$ cat src/rtl/dds_pkg.sv
// Shared definitions for the DDS sample chain: serial frame layout, transmitter
// state encoding and width helpers.
package dds_pkg;

  localparam int unsigned SampleW    = 10;
  localparam int unsigned FramePadHi = 4;
  localparam int unsigned FramePadLo = 2;
  localparam int unsigned FrameLen   = FramePadHi + SampleW + FramePadLo;

  typedef enum logic [1:0] {
    StIdle  = 2'd0,
    StSetup = 2'd1,
    StShift = 2'd2,
    StHold  = 2'd3
  } tx_state_e;

  function automatic int unsigned clog2(input int unsigned v);
    int unsigned r;
    r = 0;
    for (int i = 0; i < 32; i++) begin
      if ((33'd1 << i) < 33'(v)) r = i + 1;
    end
    return r;
  endfunction

  // Counter width that never collapses to zero bits.
  function automatic int unsigned cnt_width(input int unsigned n);
    return (clog2(n) == 0) ? 1 : clog2(n);
  endfunction

endpackage

$ cat src/rtl/spi_bit_timer.sv
// Half-period tick generator: one-cycle tick every CLK_DIV enabled cycles,
// synchronous clear restarts the count.
module spi_bit_timer
  import dds_pkg::*;
#(
  parameter int unsigned CLK_DIV = 4
) (
  input  logic clk,
  input  logic rst,
  input  logic en,
  input  logic clr,
  output logic tick
);

  localparam int unsigned CntW = cnt_width(CLK_DIV);
  localparam logic [CntW-1:0] CntMax = CntW'(CLK_DIV - 1);

  logic [CntW-1:0] cnt_q, cnt_d;

  always_comb begin
    tick  = en && (cnt_q == CntMax);
    cnt_d = cnt_q;
    if (clr) begin
      cnt_d = '0;
    end else if (en) begin
      cnt_d = tick ? '0 : cnt_q + 1'b1;
    end
  end

  always_ff @(posedge clk or posedge rst) begin
    if (rst) begin
      cnt_q <= '0;
    end else begin
      cnt_q <= cnt_d;
    end
  end

endmodule

$ cat src/rtl/dac_spi_tx.sv
// Serialises one offset-adjusted sample per start strobe into a zero-padded
// SPI frame for an external DAC; all outputs come straight from flops.
module dac_spi_tx
  import dds_pkg::*;
#(
  parameter int unsigned DW      = SampleW,
  parameter int unsigned PAD_HI  = FramePadHi,
  parameter int unsigned PAD_LO  = FramePadLo,
  parameter int unsigned CLK_DIV = 4,
  parameter int unsigned CS_HOLD = 4
) (
  input  logic          clk,
  input  logic          rst,
  input  logic          start,
  input  logic [DW-1:0] data_in,
  output logic          cs_n,
  output logic          sclk,
  output logic          sdo,
  output logic          busy,
  output logic          done,
  output logic          ovr
);

  localparam int unsigned FrameW = PAD_HI + DW + PAD_LO;
  localparam int unsigned BitW   = cnt_width(FrameW);
  localparam int unsigned HoldW  = cnt_width(CS_HOLD);
  localparam logic [BitW-1:0]  BitMax  = BitW'(FrameW - 1);
  localparam logic [HoldW-1:0] HoldMax = HoldW'(CS_HOLD - 1);

  tx_state_e          state_q, state_d;
  logic [FrameW-1:0]  shreg_q, shreg_d;
  logic [BitW-1:0]    bit_q, bit_d;
  logic [HoldW-1:0]   hold_q, hold_d;
  logic               cs_n_q, cs_n_d, sclk_q, sclk_d, sdo_q, sdo_d;
  logic               busy_q, busy_d, done_q, done_d, ovr_q, ovr_d;
  logic               timer_en, timer_clr, tick;
  logic [FrameW-1:0]  frame;

  assign frame = FrameW'(data_in) << PAD_LO;

  spi_bit_timer #(
    .CLK_DIV(CLK_DIV)
  ) u_timer (
    .clk  (clk),
    .rst  (rst),
    .en   (timer_en),
    .clr  (timer_clr),
    .tick (tick)
  );

  always_comb begin
    state_d   = state_q;
    shreg_d   = shreg_q;
    bit_d     = bit_q;
    hold_d    = hold_q;
    cs_n_d    = cs_n_q;
    sclk_d    = sclk_q;
    sdo_d     = sdo_q;
    busy_d    = busy_q;
    ovr_d     = start && (state_q != StIdle);
    timer_clr = 1'b0;
    timer_en  = (state_q == StSetup) || (state_q == StShift);

    unique case (state_q)
      StIdle: begin
        if (start) begin
          shreg_d   = frame;
          sdo_d     = frame[FrameW-1];
          cs_n_d    = 1'b0;
          busy_d    = 1'b1;
          bit_d     = '0;
          hold_d    = '0;
          timer_clr = 1'b1;
          state_d   = StSetup;
        end
      end
      StSetup: begin
        if (tick) begin
          sclk_d  = 1'b1;
          state_d = StShift;
        end
      end
      StShift: begin
        if (tick) begin
          if (sclk_q) begin
            // Falling edge: present the next bit while sclk is low.
            sclk_d  = 1'b0;
            shreg_d = shreg_q << 1;
            sdo_d   = shreg_q[FrameW-2];
          end else if (bit_q == BitMax) begin
            cs_n_d  = 1'b1;
            sdo_d   = 1'b0;
            hold_d  = '0;
            state_d = StHold;
          end else begin
            bit_d  = bit_q + 1'b1;
            sclk_d = 1'b1;
          end
        end
      end
      StHold: begin
        if (hold_q == HoldMax) begin
          busy_d  = 1'b0;
          state_d = StIdle;
        end else begin
          hold_d = hold_q + 1'b1;
        end
      end
      default: state_d = StIdle;
    endcase

    // Registered done lands on the final hold cycle.
    done_d = (state_d == StHold) && (hold_d == HoldMax);
  end

  always_ff @(posedge clk or posedge rst) begin
    if (rst) begin
      state_q <= StIdle;
      shreg_q <= '0;
      bit_q   <= '0;
      hold_q  <= '0;
      cs_n_q  <= 1'b1;
      sclk_q  <= 1'b0;
      sdo_q   <= 1'b0;
      busy_q  <= 1'b0;
      done_q  <= 1'b0;
      ovr_q   <= 1'b0;
    end else begin
      state_q <= state_d;
      shreg_q <= shreg_d;
      bit_q   <= bit_d;
      hold_q  <= hold_d;
      cs_n_q  <= cs_n_d;
      sclk_q  <= sclk_d;
      sdo_q   <= sdo_d;
      busy_q  <= busy_d;
      done_q  <= done_d;
      ovr_q   <= ovr_d;
    end
  end

  assign cs_n = cs_n_q;
  assign sclk = sclk_q;
  assign sdo  = sdo_q;
  assign busy = busy_q;
  assign done = done_q;
  assign ovr  = ovr_q;

endmodule
$ cat config.mk
export PLATFORM = sky130hd
export DESIGN_NAME = dac_spi_tx
export DESIGN_NICKNAME = d
export VERILOG_FILES = /design/src/rtl/dds_pkg.sv /design/src/rtl/spi_bit_timer.sv /design/src/rtl/dac_spi_tx.sv
export SDC_FILE = /design/constraint.sdc
export NUM_CORES = 1
export LEC_CHECK = 0
export ABC_AREA = 0
export CORE_MARGIN = 8
export CORE_UTILIZATION = 55
export CTS_CLUSTER_SIZE = 25
export DETAILED_ROUTE_END_ITERATION = 6
export PLACE_DENSITY = 0.84
export SYNTH_ARGS = -nofsm -noshare
export SYNTH_HDL_FRONTEND = slang
export SYNTH_SLANG_ARGS = --single-unit
export TNS_END_PERCENT = 5
$ cat constraint.sdc
create_clock -name clk -period 4.5 [get_ports clk]
set_input_delay 0.675 -clock clk [delete_from_list [all_inputs] [get_ports clk]]
set_output_delay 0.675 -clock clk [all_outputs]
set_load 0.01 [all_outputs]
==> out/metrics.cfg, run 1 <==
[setup_path]
slowest_delay_ps=910
cp.arrival_ps=2680
crit_chain=inv_1 > ha_1 > and3_2 > o21ai_1 > o21ai_0
crit_path_start_kind=flop
crit_path_max_fanout=22
rr_worst_depth=5
worst_setup_path_end_kind=flop
crit_slowest_cell=o21ai_1
cp-startpoint=state_q[0]
r2r-start=state_q[0]
required_ps=4660
r2r_setup_slack_ps=1980
criticalPathCategory=flop to flop

[floorplan]
design.portCount=19
start_util_pct=55.7
die_w_um=67.9
core_mm2=0.00266
rows=19
die_y_um=67.9
dieArea_mm2=0.00461

[place]
io_buffers=18
dpl.hpwl_um=2120
place_area_mm2=0.00168
routabilityCongestion=0.893
dp.cells=187

[grt]
globalRouteMet1Util_pct=17.6
antenna_found_initial=0
busiest_layer=met2
grt_overflow=0
grt_max_degree=30
grt_pass1_wl_um=5210
grt_util_met2_pct=22.6
grtUsageMet3_pct=4.42
grt_pass1_vias=1214
grt_usage_pct=15.0

[timing]
period_needed_ps=2520
finalSetupTns_ps=0
fin_skew_ps=12.9
maxSlewViolCount=0
worst_pin_slew_ps=1190
setup_viol=0
rsz0062_at_grt=no
post-route-period-util_pct=56.0
final_hold_viol_count=0
slew_headroom_pct=19.9
fmax_ghz=0.397

[min_path]
holdCritStartpoint=shreg_q[4]
holdPathStages=2
hp-class=flop to flop

[detailed_routing]
drt_iter0_drc=70
firstDrtPassIters=4
drtAntennaViolNets=0
avgRoutedWirePerCell_um=15.0
drt-total-wl_um=2930
drcViolationCount=0
viasPerCell=6.00
vias=1170

[clocking]
clkTransAtPathRegs_ps=100
cts_resized=0
postCtsSetupRepairBufs=0
insertion_delay_ps=330
cts_root_buf=clkbuf_4
clk_path_buf_depth=2
cts_tree=yes
htree_levels=2
hold_buffers=0
cts.sinks=29
cts_buffers=5

[yosys]
syn_nets=161
synth-edff-count=0
yosysSeqAreaShare_pct=49.0
async_reset_ff_share_pct=100
yosysMostFrequentCell=dfrtp_1
yosysTopAreaCell=dfrtp_1
yosys.area.top_type_share_pct=47.3
yosys-top-cells-count=28 x dfrtp_1, 18 x o21ai_0, 15 x nand2_1, 11 x mux2i_1, 10 x a21oi_1
yosysUniqueCellTypes=34
yosys_warnings=0
synthCells=142
yosys-top-cells-area=dfrtp_1 47%, mux2i_1 7.4%, o21ai_0 6.1%, ha_1 5.1%, nand2_1 3.8%
syn-cell-area_mm2=0.00148
synth_flop_cell=dfrtp_1
avgSynthCellArea_um2=10.4
yosys_register_bits=29

[run]
maxCapViolCount=0

[power_and_ir_drop]
cellLeakagePower_nw=0.775
vdd_ir_drop_max_mv=0.312
powerDensity_mw_per_mm2=498

[finish]
area_delta_synth_final_pct=17.0
nNetsFinal=182
drive_above_1_share_pct=11.0
fin_util_pct=65.2
diodes=0
final_cell_area_mm2=0.00174
num-fill-cells=206
fin_cells=195

[outcome]
status=finished clean

[power by group]
part | internal [mW] | switching (mW) | leakage [nW]
registers | 0.336 | 0.0470 | 0.369
clock network | 0.0593 | 0.0902 | 0.0320
logic | 0.137 | 0.196 | 0.374
[state kept, by name, summed over array words and instances (netlist names)]
name and count:
busy 1, ovr 1, sclk 1, hold_q 2
u_timer.cnt_q 2, bit_q 4, cs_n 1, sdo 1
shreg_q 13, done 1, state_q 2
[area by class of cell]
class,instances,area (µm²),share of cell area (%)
Clock buffer,6,41.3,2.38
Clock inverter,2,10.0,0.577
Inverter,5,18.8,1.08
Multi-Input combinational cell,103,712,41.0
Sequential cell,29,727,41.9
Tap cell,31,38.8,2.24
Timing Repair Buffer,19,188,10.8
[kinds of logic (layout without fill, tap and decap cells)]
kind of cell / after synthesis / in the layout / share of synthesized area (%)
AO/OA/AOI/OAI: 45 / 45 / 18.9
flip-flops: 29 / 29 / 49.0
multiplexers: 13 / 13 / 8.95
buffers and inverters: 10 / 32 / 2.95
AND/OR/NAND/NOR: 39 / 39 / 15.1
adder cells (fa/ha/maj): 6 / 6 / 5.06
[cells in the final DEF (no fill, tap or decap), drive strengths merged]
cell	instances
inv	5
nor2	4
and4b	1
o31ai	1
o41ai	1
or3	1
a211o	1
nor3	4
mux2	2
a22o	6
nor4	1
and4	1
dfstp	1
nand3b	1
nand4	2
buf	1
o211ai	2
clkdlybuf4s50	18
nand3	4
and3	1
dfrtp	28
ha	6
o21a	1
o211a	1
nand2	15
clkinv	2
o221ai	1
nor2b	3
o21ai	20
and3b	1
a21oi	10
mux2i	11
a21boi	1
clkbuf	6
[worst max-delay path: cells and delay by family (launching register included)]
kind | cells | cell delay, ps
AND/OR/NAND/NOR | 1 | 250
buffers and inverters | 1 | 90
flip-flops | 1 | 430
adder cells (fa/ha/maj) | 1 | 420
AO/OA/AOI/OAI | 2 | 1160
[per-stage QoR]
| stage | hold slack [ps] | power (mW) | worst slack [ps] |
|---|---|---|---|
| global route | 520 | 0.937 | 1670 |
| finish | 492 | 0.865 | 1980 |
| floorplan | 450 | 0.632 | 2750 |
| global placement | 463 | 0.699 | 1970 |
| CTS | 496 | 0.870 | 1970 |
| detailed placement | 475 | 0.717 | 1860 |
[per-layer routing]
layer	wire length, µm	vias to the layer above
met1	1350	553
met4	101	0
met5	0	-
li1	-	560
met2	1280	46
met3	198	11
[final timing paths]
| path | endpoint |
|---|---|
| setup / recovery | shreg_q[9] |
| hold / removal | shreg_q[4] |
| setup reg to reg | shreg_q[9] |
| hold reg to reg | shreg_q[4] |
| max in group asynchronous | bit_q[0] |
| min in group asynchronous | done |
No activity file was read; power rests on OpenSTA's default activity.
==> inputs of run 2 (changes only) <==
--- a/config.mk
+++ b/config.mk
@@ -7,10 +7,10 @@
 export LEC_CHECK = 0
 export ABC_AREA = 0
 export CORE_MARGIN = 8
-export CORE_UTILIZATION = 55
+export CORE_UTILIZATION = 49
 export CTS_CLUSTER_SIZE = 25
 export DETAILED_ROUTE_END_ITERATION = 6
-export PLACE_DENSITY = 0.84
+export PLACE_DENSITY = 0.8
 export SYNTH_ARGS = -nofsm -noshare
 export SYNTH_HDL_FRONTEND = slang
 export SYNTH_SLANG_ARGS = --single-unit
==> constraint.sdc (replaced) <==
create_clock -name clk -period 2.2 [get_ports clk]
set_input_delay 0.33 -clock clk [delete_from_list [all_inputs] [get_ports clk]]
set_output_delay 0.33 -clock clk [all_outputs]
set_load 0.01 [all_outputs]
==> run 2 against run 1 <==
Compared with the run above: die area increased by 9.3%; power is 110% higher; maximum frequency rose by 25%; flip-flop and latch count unchanged.
==> out/metrics.cfg, run 2 (synthesis results as in run 1) <==
[outcome]
status=finished clean  ; unchanged

[grt]
grt_max_degree=30  ; unchanged
grt_pass1_wl_um=5490  ; was 5210 µm
grt_overflow=0  ; unchanged
grt_usage_pct=13.8  ; was 15.0%
antenna_found_initial=0  ; unchanged
grt_pass1_vias=1235  ; was 1,214

[detailed_routing]
drt-total-wl_um=3090  ; was 2930 µm
drtAntennaViolNets=0  ; unchanged
viasPerCell=5.79  ; was 6.00
drcViolationCount=0  ; unchanged
vias=1153  ; was 1,170
drt_iter0_drc=63  ; was 70
avgRoutedWirePerCell_um=15.5  ; was 15.0 µm
firstDrtPassIters=4  ; unchanged

[timing]
fmax_ghz=0.498  ; was 0.397 GHz
fin_skew_ps=10.3  ; was 12.9 ps
period_needed_ps=2010  ; was 2520 ps
finalSetupTns_ps=0  ; unchanged
rsz0062_at_grt=no  ; unchanged
worst_pin_slew_ps=452  ; was 1190 ps
post-route-period-util_pct=91.3  ; was 56.0%
maxSlewViolCount=0  ; unchanged
final_hold_viol_count=0  ; unchanged
slew_headroom_pct=69.6  ; was 19.9%
setup_viol=0  ; unchanged

[clocking]
cts.sinks=29  ; unchanged
cts_buffers=5  ; unchanged
cts_root_buf=clkbuf_4  ; unchanged
htree_levels=2  ; unchanged
clkTransAtPathRegs_ps=90  ; was 100 ps
hold_buffers=0  ; unchanged
clk_path_buf_depth=2  ; unchanged
insertion_delay_ps=340  ; was 330 ps
cts_tree=yes  ; unchanged

[place]
dpl.hpwl_um=2200  ; was 2120 µm
routabilityCongestion=0.850  ; was 0.893
dp.cells=192  ; was 187
io_buffers=18  ; unchanged

[finish]
largestRegisters=shreg_q x13, bit_q x4  ; unchanged
area_delta_synth_final_pct=19.2  ; was 17.0%
top_register=shreg_q  ; unchanged
largest_reg_flops=13  ; unchanged
diodes=0  ; unchanged
fin_cells=199  ; was 195
final_common_cell=dfrtp_1  ; unchanged
final_cell_mix=28 x dfrtp_1, 18 x o21ai_0, 18 x clkdlybuf4s50_1  ; unchanged
nNetsFinal=185  ; was 182
drive_above_1_share_pct=12.7  ; was 11.0%

[floorplan]
design.portCount=19  ; unchanged
rows=20  ; was 19
die_w_um=71.0  ; was 67.9 µm
core_mm2=0.00295  ; was 0.00266 mm²
die_y_um=71.0  ; was 67.9 µm
dieArea_mm2=0.00504  ; was 0.00461 mm²
start_util_pct=50.2  ; was 55.7%

[power_and_ir_drop]
cellLeakagePower_nw=0.786  ; was 0.775 nW
power_frac_clock_pct=18.4  ; was 17.3%
p_sw_mw=0.690  ; was 0.333 mW
power_frac_comb_pct=38.7  ; was 38.5%
vdd_ir_drop_max_mv=0.452  ; was 0.312 mV
seq_power_share_pct=42.9  ; was 44.2%
internal-power_mw=1.14  ; was 0.532 mW
powerDensity_mw_per_mm2=1040  ; was 498 mW/mm²
p_sw_share_pct=37.7  ; was 38.5%

[min_path]
hp-class=input port to async pin  ; was flop to flop

[run]
maxCapViolCount=0  ; unchanged

[setup_path]
cp.arrival_ps=2240  ; was 2680 ps
worst_setup_path_end_kind=flop  ; unchanged
crit_path_max_fanout=7  ; was 22
criticalPathCategory=flop to flop  ; unchanged
crit_path_start_kind=flop  ; unchanged
required_ps=2430  ; was 4660 ps

-- run 2: cell types whose count changed in the layout (fill, tap and decap cells not counted), sizes merged --
cell / delta
clkinv: -2
clkbuf: +1
buf: +3
-- run 2: repair_timing --
action | 4_1_cts | 5_1_grt
resized for setup | 0 | 1
buffers inserted | 0 | 0
setup endpoints to repair | 0 | 1
-- run 2: critical path, cell delays in order (launching register included) --
cell and delay (ps):
dfrtp_1 450, inv_1 100, ha_1 420, and3b_2 250, o21ai_0 310, nor2_1 110, mux2_2 270
-- run 2: worst paths after layout --
| path | startpoint | end | slack, ps | depth (start not counted) |
|---|---|---|---|---|
| worst min-delay path | rst | shreg_q[5] | 350 | 3 |
| worst max-delay path | state_q[0] | bit_q[0] | 190 | 6 |
| worst max register to register | state_q[0] | bit_q[0] | 190 | 6 |
| min in group clk | shreg_q[9] | shreg_q[9] | 490 | 2 |
| worst min register to register | shreg_q[9] | shreg_q[9] | 490 | 2 |
| max in group asynchronous | rst | cs_n | 1550 | 3 |
-- run 2: per-stage QoR --
stage          setup WS, ps  power, mW  hold WS (ps)  area, µm²  util, %
2_1_floorplan           450       1.29           407       1480        -
3_3_place_gp            349       1.46           466       1710     57.9
3_5_place_dp            211       1.50           476       1710     57.9
4_1_cts                 189       1.84           358       1760     59.7
5_1_grt                45.3       1.97           409       1770     59.8
6_report                191       1.83           348       1770     59.8
-- run 2: power by group through the flow --
stage | registers (mW) | clock network (mW) | logic (mW)
3_5_place_dp | 0.792 | 0 | 0.709
5_1_grt | 0.803 | 0.362 | 0.806
4_1_cts | 0.783 | 0.346 | 0.713
6_report | 0.786 | 0.337 | 0.708
3_3_place_gp | 0.784 | 0 | 0.679
2_1_floorplan | 0.774 | 0 | 0.520
-- run 2: final cells by class --
class / count / area (µm²)
clock buffer: 7 / 55.1
fill: 259 / 1190
inverter: 5 / 18.8
multi-input combinational: 103 / 714
sequential: 29 / 727
tap: 33 / 41.3
timing repair buffer: 22 / 210
-- run 2: metal layers --
layer  GRT usage, %  wire length [µm]  vias up
met5              0                 0        -
met4           10.4                77        0
met3           4.80               205        9
met2           22.1              1430       31
met1           14.5              1380      545
li1               -                 -      568
==> inputs of run 3 (changes only) <==
--- a/config.mk
+++ b/config.mk
@@ -6,10 +6,11 @@
 export NUM_CORES = 1
 export LEC_CHECK = 0
 export ABC_AREA = 0
-export CORE_MARGIN = 8
+export CORE_MARGIN = 10
 export CORE_UTILIZATION = 49
 export CTS_CLUSTER_SIZE = 25
 export DETAILED_ROUTE_END_ITERATION = 6
+export GPL_TIMING_DRIVEN = 0
 export PLACE_DENSITY = 0.8
 export SYNTH_ARGS = -nofsm -noshare
 export SYNTH_HDL_FRONTEND = slang
==> run 3 against run 2 <==
Compared with the run above: critical path depth is the same; worst setup slack worse by 17 ps; die area grew 12%; flip-flop and latch count unchanged; global-route usage fell by 1.3 points; sequential power fell by 1%.
==> out/metrics.cfg, run 3 (synthesis results as in run 1) <==
[floorplan]
core_mm2=0.00283  ; was 0.00295 mm²
design.portCount=19  ; unchanged
die_w_um=75.0  ; was 71.0 µm
start_util_pct=52.4  ; was 50.2%
die_y_um=75.0  ; was 71.0 µm
rows=19  ; was 20
dieArea_mm2=0.00563  ; was 0.00504 mm²

[grt]
grt_usage_pct=12.5  ; was 13.8%
grt_pass1_wl_um=5490  ; about the same
antenna_found_initial=0  ; unchanged
grt_overflow=0  ; unchanged
grt_pass1_vias=1216  ; was 1,235
grt_max_degree=30  ; unchanged

[clocking]
cts.sinks=29  ; unchanged
cts_root_buf=clkbuf_4  ; unchanged
clk_path_buf_depth=2  ; unchanged
cts_buffers=5  ; unchanged
insertion_delay_ps=350  ; was 340 ps
cts_tree=yes  ; unchanged
postCtsSetupRepairBufs=0  ; unchanged
cts_resized=0  ; unchanged
hold_buffers=0  ; unchanged
htree_levels=2  ; unchanged
clkTransAtPathRegs_ps=110  ; was 90 ps

[setup_path]
criticalPathCategory=flop to flop  ; unchanged
crit_path_max_fanout=7  ; unchanged
cp.arrival_ps=2260  ; was 2240 ps
r2r-start=state_q[0]  ; unchanged
crit_path_start_kind=flop  ; unchanged
worst_setup_path_end_kind=flop  ; unchanged
cp-startpoint=state_q[0]  ; unchanged
r2r_setup_slack_ps=170  ; was 190 ps
required_ps=2430  ; about the same
endpoint=bit_q[0]  ; unchanged
crit-reg2reg-capture=bit_q[0]  ; unchanged
rr_worst_depth=6  ; unchanged

[detailed_routing]
viasPerCell=6.03  ; was 5.79
avgRoutedWirePerCell_um=15.8  ; was 15.5 µm
drt_iter0_drc=108  ; was 63
drtAntennaViolNets=0  ; unchanged
firstDrtPassIters=4  ; unchanged
drt-total-wl_um=3140  ; was 3090 µm
drcViolationCount=0  ; unchanged
vias=1200  ; was 1,153

[power_and_ir_drop]
cellLeakagePower_nw=0.789  ; was 0.786 nW
vdd_ir_drop_max_mv=0.650  ; was 0.452 mV
power_mw=1.82  ; was 1.83 mW
powerDensity_mw_per_mm2=1040  ; about the same

[finish]
drive_above_1_share_pct=13.7  ; was 12.7%
nNetsFinal=186  ; was 185
top_register=shreg_q  ; unchanged
num-fill-cells=249  ; was 259
final_common_cell=dfrtp_1  ; unchanged
area_delta_synth_final_pct=18.5  ; was 19.2%
largestRegisters=shreg_q x13, bit_q x4  ; unchanged
final_cell_area_mm2=0.00176  ; was 0.00177 mm²
largest_reg_flops=13  ; unchanged
diodes=0  ; unchanged
final_cell_mix=28 x dfrtp_1, 18 x o21ai_0, 18 x clkdlybuf4s50_1  ; unchanged

[timing]
post-route-period-util_pct=92.1  ; was 91.3%
fmax_ghz=0.494  ; was 0.498 GHz
slew_headroom_pct=27.7  ; was 69.6%
finalSetupTns_ps=0  ; unchanged
worst_pin_slew_ps=1080  ; was 452 ps
period_needed_ps=2030  ; was 2010 ps
maxSlewViolCount=0  ; unchanged
fin_skew_ps=15.9  ; was 10.3 ps
rsz0062_at_grt=no  ; unchanged
setup_viol=0  ; unchanged
hold_ws_ps=496  ; was 348 ps
final_hold_viol_count=0  ; unchanged

[outcome]
status=finished clean  ; unchanged

[place]
routabilityCongestion=0.800  ; was 0.850
io_buffers=18  ; unchanged
place_area_mm2=0.00170  ; was 0.00171 mm²
dpl.hpwl_um=2340  ; was 2200 µm

[run]
maxCapViolCount=0  ; unchanged

[min_path]
hp-class=flop to flop  ; was input port to async pin

## run 3: cell count changes in the layout (fill, tap and decap cells not counted)
cell and change:
clkinv_2 +2, clkbuf_8 -1, buf_2 +5, buf_4 -4, clkinvlp_4 +1, ha_2 -1, clkbuf_1 -1, ha_1 +1
## run 3: worst min-delay path by stage
stage                          start    endpoint  slack, ps  cells past startpoint
after global placement    shreg_q[8]  shreg_q[8]        460                      2
final                     shreg_q[8]  shreg_q[8]        500                      2
after global routing      shreg_q[2]  shreg_q[2]        530                      1
after CTS                 shreg_q[8]  shreg_q[8]        500                      2
after detailed placement  shreg_q[8]  shreg_q[8]        470                      2
after floorplan                  rst    bit_q[0]        410                      1
## run 3: area by class of cell
type,count,area (µm²),area share (%)
Inverter,5,18.8,1.07
Timing Repair Buffer,18,180,10.3
Buffer,5,25.0,1.42
Multi-Input combinational cell,103,712,40.5
Clock buffer,5,37.5,2.14
Tap cell,31,38.8,2.21
Sequential cell,29,727,41.4
Clock inverter,3,17.5,0.997
## run 3: power breakdown
part,internal (mW),total [mW],switching (mW)
Clock,0.120,0.329,0.209
Sequential,0.686,0.776,0.0908
Combinational,0.295,0.715,0.421
## run 3: critical path, stage by stage, from the launching register on
cell     delay [ps]
dfrtp_1         440
inv_1            90
ha_1            420
and3b_2         250
o21ai_0         320
nor2_1          100
mux2_2          270
## run 3: metrics by stage
| step | setup WS (ps) | instances | utilization [%] |
|---|---|---|---|
| after floorplan | 450 | 142 | - |
| after global placement | 299 | 191 | 60.2 |
| after detailed placement | 221 | 191 | 60.2 |
| after CTS | 187 | 199 | 62.1 |
| after global routing | 59.8 | 199 | 62.1 |
| final | 174 | 199 | 62.1 |
## run 3: layer usage
layer	up-vias	GRT usage, %	share of wire [%]
met5	-	0	0
met4	0	5.25	1.9
met3	8	4.07	4.7
met2	28	20.3	48
met1	591	14.8	45
li1	573	-	-
==> edit, RTL diff (flow settings as in run 2) <==
Set the parameter `CS_HOLD` to 2 (it was 4).
--- a/src/rtl/dac_spi_tx.sv
+++ b/src/rtl/dac_spi_tx.sv
@@ -8,5 +8,5 @@
   parameter int unsigned PAD_LO  = FramePadLo,
   parameter int unsigned CLK_DIV = 4,
-  parameter int unsigned CS_HOLD = 4
+  parameter int unsigned CS_HOLD = 2
 ) (
   input  logic          clk,
Function: no difference found for any inputs over 10 cycles, from zero or initial values and one cycle with rst high; that may be too few to reach the edited logic, so the function may still have changed.
==> edit against run 2 <==
Hold slack lost 0.0063 ns. Sequential power shrank 5.3%. Wire length shrank 14%. Power shrank 15%. Final area shrank 7.5%. Non-clock buffer count shrank 1. Die area shrank 5.4%. Sequential cell count shrank 1. Count of clock-buffer cells in the layout shrank 3. Clock skew shrank 0.0023 ns. Setup slack gained 0.064 ns. Area after synthesis shrank 7.0%. Sequential share of layout area grew 1.8 points.
==> edit: results (changes against run 2) <==
routing:
  wl_microns: 2670  # was 3090 microns
  post_drt_via_cell_ratio: 5.77  # was 5.79
  drt_iter0_markers: 53  # was 63
  route.detailed.wl_per_inst_microns: 14.4  # was 15.5 microns
  dr.pass1.iters: 4  # unchanged
clock_tree:
  htree_levels: 1  # was 2
  clk_pin_slew_worst_paths_ns: 0.15  # was 0.09 ns
  cts-root-buf: "clkbuf_4"  # unchanged
  cts_setup_buffers: 0  # unchanged
  cts_buffer_depth: 2  # unchanged
  cts_resized: 0  # unchanged
  cts_made_buffers: 3  # was 5
  insertion_delay_ns: 0.33
pwr:
  ir_drop_uv: 776  # was 452 uV
  leakage_nw: 0.740  # was 0.786 nW
  pg_comb_uw: 565  # was 708 uW
  p_switching_uw: 554  # was 690 uW
  clock_power_share: 0.159  # was 0.184
global_route:
  grt_max_degree: 29  # was 30
  antenna_found_initial: 0  # unchanged
  grt_pass1_vias: 1145  # was 1235
  grt_pass1_wl_microns: 4750  # was 5490 microns
  grtUsageTotal: 0.114  # was 0.138
status:
  outcome: "completed"  # unchanged
synth:
  ys_top_cells_by_count: "27 x dfrtp_1, 17 x nand2_1, 14 x o21ai_0"  # was 28 x dfrtp_1, 18 x o21ai_0, 15 x nand2_1
  syn-num-nets: 153  # was 161
  yosysSeqAreaShare: 0.509  # was 0.490
  async_flop_share: 1.00  # unchanged
  synth_cell_types: 30  # was 34
  synth_area_leaders: "dfrtp_1 49%, mux2i_1 8.7%, ha_1 5.4%, o21ai_0 5.1%, nand2_1 4.6%"  # was dfrtp_1 47%, mux2i_1 7.4%, o21ai_0 6.1%, ha_1 5.1%, nand2_1 3.8%
  synthCells: 134  # was 142
  yosysWarnings: 0  # unchanged
  synth_ff_type: "dfrtp_1"  # unchanged
worst_setup_path:
  reg2reg_from: "state_q[0]$_DFF_PP0_"  # unchanged
  cp.arrival_ns: 2.17  # was 2.24 ns
  start_kind: "flip-flop"  # unchanged
  path_max_fanout: 6  # was 7
job:
  cap_violations: 0  # unchanged
placement:
  gp_congestion: 0.813  # was 0.850
  dp_hpwl_microns: 2050  # was 2200 microns
  port-buffer-count: 18  # unchanged
  place_area_sq_um: 1600  # was 1710 sq um
  dp.cells: 181  # was 192
sta:
  tightest_slew_ns: 0.407  # was 0.452 ns
  fin_skew_ns: 0.00803  # was 0.0103 ns
cells_and_area:
  top_regs: "shreg_q x13, bit_q x4"  # unchanged
  diodes: 0  # unchanged
  layout.nets: 174  # was 185
  drive_above_1_share: 0.0779  # was 0.127
min_path:
  hp-class: "in2async"  # unchanged
-- edit: area by class of cell --
type | instances | area, sq um
clock buffer | 4 | 36.3
fill | 248 | 1080
inverter | 6 | 22.5
multi-input combinational | 95 | 632
sequential | 28 | 702
tap | 31 | 38.8
timing repair buffer | 21 | 203
-- edit: worst paths after layout --
kind	slack, ns	endpoint	depth (start not counted)
setup reg to reg	0.25	done$_DFF_PP0_	6
hold / removal	0.34	sclk$_DFFE_PP0P_	3
hold reg to reg	0.49	sdo$_DFFE_PP0P_	2
setup / recovery	0.25	done$_DFF_PP0_	6
max in group asynchronous	1.56	cs_n$_DFFE_PP1P_	3
min in group clk	0.49	sdo$_DFFE_PP0P_	2
-- edit: logic make-up (layout without fill, tap and decap cells) --
kind of cell	after synthesis	count (layout)	synth area share
AOI/OAI and AO/OA	35	35	0.162
muxes	13	13	0.0953
and+or+nand+nor	41	41	0.147
adders and majority gates	6	6	0.0544
DFF	28	28	0.509
buffers and inverters	11	31	0.0327
-- edit: routing by layer --
metal / vias to the layer above / track usage / share of wire
met2: 27 / 0.196 / 0.48
met5: - / 0 / 0
li1: 518 / - / -
met4: 0 / 0.0456 / 0.012
met3: 4 / 0.0315 / 0.048
met1: 519 / 0.130 / 0.46
-- edit: stage by stage --
step           power (mW)  hold WS, ns  worst slack [ns]  utilization
2_1_floorplan        1.15        0.395             0.495            -
3_3_place_gp         1.29        0.457             0.329        0.590
3_5_place_dp         1.33        0.467             0.271        0.590
4_1_cts              1.58        0.348             0.276        0.603
5_1_grt              1.68        0.375            0.0564        0.603
6_report             1.56        0.342             0.255        0.603
-- edit: worst max-delay path, cell delays in order (launching register included) --
cell and delay (ns):
dfrtp_1 0.41, inv_1 0.09, ha_1 0.40, nand2_1 0.14, a2111oi_0 0.47, o211ai_1 0.18, and3_1 0.17
